File: src/rtl/lsu_pkg.sv
// lsu_pkg: shared types and encodings for the load/store unit.
// Decoder encodings mirror the main decoder Load[2:0] / Store[1:0].
package lsu_pkg;

   typedef enum logic [1:0] {
      S_IDLE = 2'b00,
      S_REQ  = 2'b01,
      S_WAIT = 2'b10,
      S_DONE = 2'b11
   } lsu_state_t;

   localparam logic [2:0] LOAD_LB  = 3'b000;
   localparam logic [2:0] LOAD_LH  = 3'b001;
   localparam logic [2:0] LOAD_LW  = 3'b010;
   localparam logic [2:0] LOAD_LBU = 3'b011;
   localparam logic [2:0] LOAD_LHU = 3'b100;

   localparam logic [1:0] STORE_SW = 2'b00;
   localparam logic [1:0] STORE_SH = 2'b01;
   localparam logic [1:0] STORE_SB = 2'b10;

   // Natural-alignment check; unknown encodings behave as word accesses.
   function automatic logic f_misaligned(
      input logic       is_store,
      input logic [2:0] ld,
      input logic [1:0] st,
      input logic [1:0] off
   );
      logic r;
      r = (off != 2'b00);
      if (is_store) begin
         if (st == STORE_SH)      r = off[0];
         else if (st == STORE_SB) r = 1'b0;
      end else begin
         if (ld == LOAD_LH || ld == LOAD_LHU)      r = off[0];
         else if (ld == LOAD_LB || ld == LOAD_LBU) r = 1'b0;
      end
      return r;
   endfunction

endpackage

File: src/rtl/lsu_controller_if.sv
// lsu_controller_if: handshaked data-memory port of the LSU.
// master = LSU side, slave = memory side.
interface lsu_controller_if #(
   parameter int ADDR_W = 32
);
   logic              mem_req;
   logic              mem_we;
   logic [ADDR_W-1:0] mem_addr;
   logic [3:0]        mem_be;
   logic [31:0]       mem_wdata;
   logic              mem_ready;
   logic              mem_rvalid;
   logic [31:0]       mem_rdata;

   modport master (
      output mem_req, mem_we, mem_addr, mem_be, mem_wdata,
      input  mem_ready, mem_rvalid, mem_rdata
   );

   modport slave (
      input  mem_req, mem_we, mem_addr, mem_be, mem_wdata,
      output mem_ready, mem_rvalid, mem_rdata
   );
endinterface

File: src/rtl/lsu_align.sv
// lsu_align: byte-lane steering for stores and extension for loads.
// Purely combinational; word/half offsets below natural size are ignored.
module lsu_align
   import lsu_pkg::*;
(
   input  logic        i_is_store,
   input  logic [2:0]  i_load,
   input  logic [1:0]  i_store,
   input  logic [1:0]  i_off,
   input  logic [31:0] i_wdata,
   input  logic [31:0] i_rword,
   output logic [3:0]  o_be,
   output logic [31:0] o_wdata,
   output logic [31:0] o_rdata
);

   logic [31:0] w_shift;
   logic [7:0]  w_byte;
   logic [15:0] w_half;

   assign w_shift = i_rword >> {i_off, 3'b000};
   assign w_byte  = w_shift[7:0];
   assign w_half  = i_off[1] ? i_rword[31:16] : i_rword[15:0];

   // Store lane enables and replicated data; loads read the full word.
   always_comb begin
      o_be    = 4'b1111;
      o_wdata = 32'h0;
      if (i_is_store) begin
         unique case (i_store)
            STORE_SB: begin
               o_be    = 4'b0001 << i_off;
               o_wdata = {4{i_wdata[7:0]}};
            end
            STORE_SH: begin
               o_be    = i_off[1] ? 4'b1100 : 4'b0011;
               o_wdata = {2{i_wdata[15:0]}};
            end
            default: begin
               o_be    = 4'b1111;
               o_wdata = i_wdata;
            end
         endcase
      end
   end

   // Load extraction with sign or zero extension.
   always_comb begin
      o_rdata = i_rword;
      unique case (i_load)
         LOAD_LB:  o_rdata = {{24{w_byte[7]}}, w_byte};
         LOAD_LBU: o_rdata = {24'h0, w_byte};
         LOAD_LH:  o_rdata = {{16{w_half[15]}}, w_half};
         LOAD_LHU: o_rdata = {16'h0, w_half};
         default:  o_rdata = i_rword;
      endcase
   end

endmodule

File: src/rtl/lsu_controller.sv
// lsu_controller: multi-cycle load/store sequencer with stall/done.
// Optional misalignment trap: define LSU_MISALIGN_TRAP_EN.
module lsu_controller
   import lsu_pkg::*;
#(
   parameter int ADDR_W = 32
) (
   input  logic              clk,
   input  logic              rst_n,
   input  logic              i_start,
   input  logic              i_is_store,
   input  logic [2:0]        i_load,
   input  logic [1:0]        i_store,
   input  logic [ADDR_W-1:0] i_addr,
   input  logic [31:0]       i_wdata,
   output logic              o_stall,
   output logic              o_done,
   output logic [31:0]       o_rdata,
   output logic              o_misaligned,
   lsu_controller_if.master  mem
);

   lsu_state_t        r_state;
   lsu_state_t        w_state_nxt;
   logic              r_is_store;
   logic [2:0]        r_load;
   logic [1:0]        r_store;
   logic [ADDR_W-1:0] r_addr;
   logic [31:0]       r_wdata;
   logic [31:0]       r_rdata;
   logic              w_trap;
   logic              w_req;
   logic [3:0]        w_be;
   logic [31:0]       w_wdata;
   logic [31:0]       w_ext;

`ifdef LSU_MISALIGN_TRAP_EN
   logic r_misaligned;
   assign w_trap = f_misaligned(i_is_store, i_load,
                                i_store, i_addr[1:0]);
   assign o_misaligned = r_misaligned;
`else
   assign w_trap = 1'b0;
   assign o_misaligned = 1'b0;
`endif

   lsu_align u_align (
      .i_is_store (r_is_store),
      .i_load     (r_load),
      .i_store    (r_store),
      .i_off      (r_addr[1:0]),
      .i_wdata    (r_wdata),
      .i_rword    (mem.mem_rdata),
      .o_be       (w_be),
      .o_wdata    (w_wdata),
      .o_rdata    (w_ext)
   );

   // State register; reset abandons any outstanding request.
   always_ff @(posedge clk or negedge rst_n) begin
      if (!rst_n) r_state <= S_IDLE;
      else        r_state <= w_state_nxt;
   end

   // Next-state: DONE always retires to IDLE, so start is ignored there.
   always_comb begin
      w_state_nxt = r_state;
      unique case (r_state)
         S_IDLE: if (i_start) w_state_nxt = w_trap ? S_DONE : S_REQ;
         S_REQ:  if (mem.mem_ready)
                    w_state_nxt = r_is_store ? S_DONE : S_WAIT;
         S_WAIT: if (mem.mem_rvalid) w_state_nxt = S_DONE;
         S_DONE: w_state_nxt = S_IDLE;
         default: w_state_nxt = S_IDLE;
      endcase
   end

   // Capture the instruction at start and the load result on rvalid.
   always_ff @(posedge clk or negedge rst_n) begin
      if (!rst_n) begin
         r_is_store <= 1'b0;
         r_load     <= 3'b0;
         r_store    <= 2'b0;
         r_addr     <= '0;
         r_wdata    <= 32'h0;
         r_rdata    <= 32'h0;
      end else if (r_state == S_IDLE && i_start) begin
         r_is_store <= i_is_store;
         r_load     <= i_load;
         r_store    <= i_store;
         r_addr     <= i_addr;
         r_wdata    <= i_wdata;
         r_rdata    <= 32'h0;
      end else if (r_state == S_WAIT && mem.mem_rvalid) begin
         r_rdata    <= w_ext;
      end
   end

`ifdef LSU_MISALIGN_TRAP_EN
   // Trap flag travels with the instruction to its done pulse.
   always_ff @(posedge clk or negedge rst_n) begin
      if (!rst_n)                         r_misaligned <= 1'b0;
      else if (r_state == S_IDLE && i_start) r_misaligned <= w_trap;
   end
`endif

   assign w_req = (r_state == S_REQ);

   assign mem.mem_req   = w_req;
   assign mem.mem_we    = w_req & r_is_store;
   assign mem.mem_addr  = w_req ? {r_addr[ADDR_W-1:2], 2'b00} : '0;
   assign mem.mem_be    = w_req ? w_be : 4'b0000;
   assign mem.mem_wdata = w_req ? w_wdata : 32'h0;

   assign o_stall = ((r_state == S_IDLE) & i_start) | w_req
                  | (r_state == S_WAIT);
   assign o_done  = (r_state == S_DONE);
   assign o_rdata = r_rdata;

endmodule

File: src/flat_wrapper.sv
// flat-port wrapper written by rule: the top's interface ports become plain ports
module lsu_controller_flat import lsu_pkg::*;
#(
   parameter int ADDR_W = 32
)
  (clk, rst_n, i_start, i_is_store, i_load, i_store, i_addr, i_wdata, o_stall, o_done, o_rdata, o_misaligned, mem_mem_req, mem_mem_we, mem_mem_addr, mem_mem_be, mem_mem_wdata, mem_mem_ready, mem_mem_rvalid, mem_mem_rdata);
  lsu_controller_if #(.ADDR_W(ADDR_W)) mem_i ();
  input  logic clk;
  input  logic rst_n;
  input  logic i_start;
  input  logic i_is_store;
  input  logic [2:0] i_load;
  input  logic [1:0] i_store;
  input  logic [ADDR_W-1:0] i_addr;
  input  logic [31:0] i_wdata;
  output logic o_stall;
  output logic o_done;
  output logic [31:0] o_rdata;
  output logic o_misaligned;
  output wire logic [$bits(mem_i.mem_req)-1:0] mem_mem_req;
  output wire logic [$bits(mem_i.mem_we)-1:0] mem_mem_we;
  output wire logic [$bits(mem_i.mem_addr)-1:0] mem_mem_addr;
  output wire logic [$bits(mem_i.mem_be)-1:0] mem_mem_be;
  output wire logic [$bits(mem_i.mem_wdata)-1:0] mem_mem_wdata;
  input wire logic [$bits(mem_i.mem_ready)-1:0] mem_mem_ready;
  input wire logic [$bits(mem_i.mem_rvalid)-1:0] mem_mem_rvalid;
  input wire logic [$bits(mem_i.mem_rdata)-1:0] mem_mem_rdata;
  assign mem_mem_req = mem_i.mem_req;
  assign mem_mem_we = mem_i.mem_we;
  assign mem_mem_addr = mem_i.mem_addr;
  assign mem_mem_be = mem_i.mem_be;
  assign mem_mem_wdata = mem_i.mem_wdata;
  assign mem_i.mem_ready = mem_mem_ready;
  assign mem_i.mem_rvalid = mem_mem_rvalid;
  assign mem_i.mem_rdata = mem_mem_rdata;
  lsu_controller #(.ADDR_W(ADDR_W)) u_core (.clk(clk), .rst_n(rst_n), .i_start(i_start), .i_is_store(i_is_store), .i_load(i_load), .i_store(i_store), .i_addr(i_addr), .i_wdata(i_wdata), .o_stall(o_stall), .o_done(o_done), .o_rdata(o_rdata), .o_misaligned(o_misaligned), .mem(mem_i));
endmodule
File: config.mk
export PLATFORM = sky130hd
export DESIGN_NAME = lsu_controller_flat
export DESIGN_NICKNAME = d
export VERILOG_FILES = /design/src/rtl/lsu_pkg.sv /design/src/rtl/lsu_controller_if.sv /design/src/rtl/lsu_align.sv /design/src/rtl/lsu_controller.sv /design/src/flat_wrapper.sv
export SDC_FILE = /design/constraint.sdc
export NUM_CORES = 1
export LEC_CHECK = 0
export CORE_MARGIN = 3
export CORE_UTILIZATION = 35
export CTS_BUF_LIST = sky130_fd_sc_hd__clkbuf_8
export DETAILED_ROUTE_END_ITERATION = 8
export GPL_TIMING_DRIVEN = 0
export PLACE_DENSITY = 0.67
export SLEW_MARGIN = 5
export SYNTH_ARGS = -nofsm -noshare
export SYNTH_HDL_FRONTEND = slang
export SYNTH_HIERARCHICAL = 1
export SYNTH_SLANG_ARGS = --single-unit
File: constraint.sdc
create_clock -name clk -period 2.1 [get_ports clk]
set_input_delay 0.63 -clock clk [delete_from_list [all_inputs] [get_ports clk]]
set_output_delay 0.63 -clock clk [all_outputs]
set_load 0.01 [all_outputs]
==> results.toml <==
[global_route]
grt_usage = 0.2124
antenna_found_initial = 1
grt_max_degree = 71
grt_pass1_vias = 5883
grt_overflow_total = 0
grt_pass1_wl_um = 33050

[power_and_ir_drop]
p_leak_nw = 4.373
power_density_nw_per_um2 = 1562
peakVddDrop_v = 0.0008126
p_total_mw = 15.56

[detailed_routing]
drt_wl_total_um = 21520
avgRoutedWirePerCell_um = 19.65
drc = 0
ant_nets = 0
drt_iter0_drc = 379
drt-met1-wl_um = 9183
wl_met2_um = 10170
dr_wl_met3_um = 1584
avgViaCountPerCell = 5.289
dr_total_vias = 5791
firstDrtPassIters = 4
top_layer = "met5"

[layout]
finalNetCount = 980
drive_gt1_frac = 0.4115
final_cell_mix = "clkdlybuf4s50_1 (137), dfrtp_1 (101), buf_6 (93)"
multiInputGateArea_um2 = 3772
antenna_cells = 0
register_area_um2 = 2606
final_common_cell = "clkdlybuf4s50_1"
area_delta_synth_final_pct = 56.58
fillers = 1568

[sta]
setup_viol = 68
drv_slew = 0
rsz0062_at_grt = "yes"
slew_headroom = 0.5958
setup_tns_ns = -23.38
final_hold_viol_count = 0
post-route-min-period_ns = 2.630
fin_ws_ns = -0.5298
tightest_slew_ns = 0.6041
skew_ns = 0.01142
fin_crit_sh = 1.252
clock.fmax_mhz = 380.3

[die]
rows = 48
io_pins = 212
die_height_um = 140.8
core_um2 = 17540
die_area_um2 = 19830
die_x_um = 140.8
start_util = 0.3628

[clocking]
clock_path_buffers = 2
clock_latency_ns = 0.39
clkSinkCount = 104
cts_buffers = 9
cts_hold_buf = 0
clk_pin_slew_worst_paths_ns = 0.11
ctsHtreeMaxLevel = 3
root_buffer = "clkbuf_8"
cts_tree = "done"

[setup_path]
rr_startpoint = "u_core/r_load[2]"
crit_path_start = "u_core/r_store[1]"
worst_path_most_repeated_cell = "buf_6"
required_ns = 1.47
cp_cell_sequence = "ha_4 -> buf_6 -> buf_6 -> nor3b_2 -> a21oi_1 -> nor2b_1 -> and2_1 -> buf_2"
worst_setup_path_end_kind = "output port"
critPathArrivalTime_ns = 2.00
crit_buf_inv = 3
crit_path_max_incr_delay_ns = 0.46
reg2reg_setup_slack_ns = 0.08
cp-start-kind = "register"
cp_slowest_cell = "dfrtp_2"
critical-path-top-delay-family = "flip-flops"
critPathMaxFanout = 7
critPathKind = "register to output port"

[logic_synthesis]
yosysWarnings = 6
syn_avg_cell_area_um2 = 10.43
ys_async_sr_fraction = 1.000
ys_seq_area_frac = 0.4090
synthMuxAreaShare = 0.1512
yosys.area_share.adder = 0.01573
ys_dominant_reg_cell = "dfrtp_1"
synthSimpleGateAreaFrac = 0.1735
synth_xor_area_frac = 0.001377
synth_compound_area_frac = 0.1854
synth_cells = 610
synth_seq_cells = 104
netlist_area_um2 = 6362
synth_edf_count = 0
yosysUniqueCellTypes = 50
synth_top_family_by_area = "compound AO/OA/AOI/OAI gates"

[outcome]
outcome = "complete, but fails checks"
failed_checks = "negative setup slack"

[placed_design]
dp_slack_ns = -0.9203
port_buffers = 208
hpwl_um = 15380
place_congestion = 0.8962

[run]
cap_viol_max_count = 0

[min_path]
hold_class = "primary input to async pin"
## state kept, by name, indices dropped and copies added, names as in the netlist
name               cells
u_core/o_rdata        32
u_core/r_addr         32
u_core/r_is_store      1
u_core/r_load          3
u_core/r_state         2
u_core/r_store         2
u_core/r_wdata        32
## synthesized netlist by cell type, types with 9 or more instances
library cell    n  area share
o21ai_0        21       0.017
nor2_1         19       0.011
a221o_1         9       0.014
a21oi_1        17       0.013
dfrtp_1       104        0.41
nor2b_1        20       0.020
inv_1          16      0.0094
a22o_1         33       0.045
clkbuf_1       26       0.015
buf_2          11      0.0087
nand2_1        18       0.011
mux2i_1        14       0.022
a22oi_1        23       0.027
buf_6          13       0.023
mux2_2         71        0.13
a21o_1         16       0.019
and2_1         84       0.083
## timing repair
action	in CTS	in global routing
pin swaps	48	29
hold endpoints to repair	0	0
setup endpoints to repair	77	95
gates resized for setup	434	106
setup buffers	25	13
gates cloned	4	2
## path summary, 6_finish.rpt
kind,cells past startpoint,endpoint
setup / recovery,8,mem_mem_wdata[18]
hold / removal,1,u_core/o_rdata[2]
setup reg to reg,7,u_core/o_rdata[24]
hold reg to reg,1,u_core/o_rdata[25]
min in group clk,1,u_core/o_rdata[25]
max in group asynchronous,2,u_core/r_is_store
## area by class of cell
class,instances,share of cell area
clock inverters,7,0.007159
well taps,225,0.02826
repair buffers,249,0.2581
multi-input cells,436,0.3787
plain buffers,49,0.04748
clock buffers,9,0.01243
flip-flops and latches,104,0.2616
inverters,16,0.006280
## report_power, final
group	switching (mW)	internal, mW
registers	0.735	2.90
clock network	0.767	0.555
logic	4.71	5.90
## layer usage
layer | vias to the layer above | GRT usage
met1 | 2839 | 0.2783
met4 | 2 | 0.07547
met3 | 35 | 0.05631
li1 | 2703 | -
met2 | 212 | 0.3397
met5 | - | 0
## through the flow
stage / util / std cells / hold slack, ns / area (µm²)
4_1_cts: 0.5431 / 1085 / 0.1203 / 9524
3_3_place_gp: 0.5047 / 1045 / 0.4814 / 8851
5_1_grt: 0.5681 / 1095 / 0.1118 / 9962
3_5_place_dp: 0.5064 / 1046 / 0.4883 / 8880
2_1_floorplan: - / 612 / 0.3344 / 6487
6_report: 0.5681 / 1095 / 0.1201 / 9962
## logic make-up after synthesis
family | after synthesis
adders and majority gates | 8
other | 1
and+or+nand+nor | 182
xor gates and xnor gates | 1
AOI/OAI and AO/OA | 156
DFF | 104
buffers and inverters | 72
muxes | 86
No activity file was read; power rests on OpenSTA's default activity.
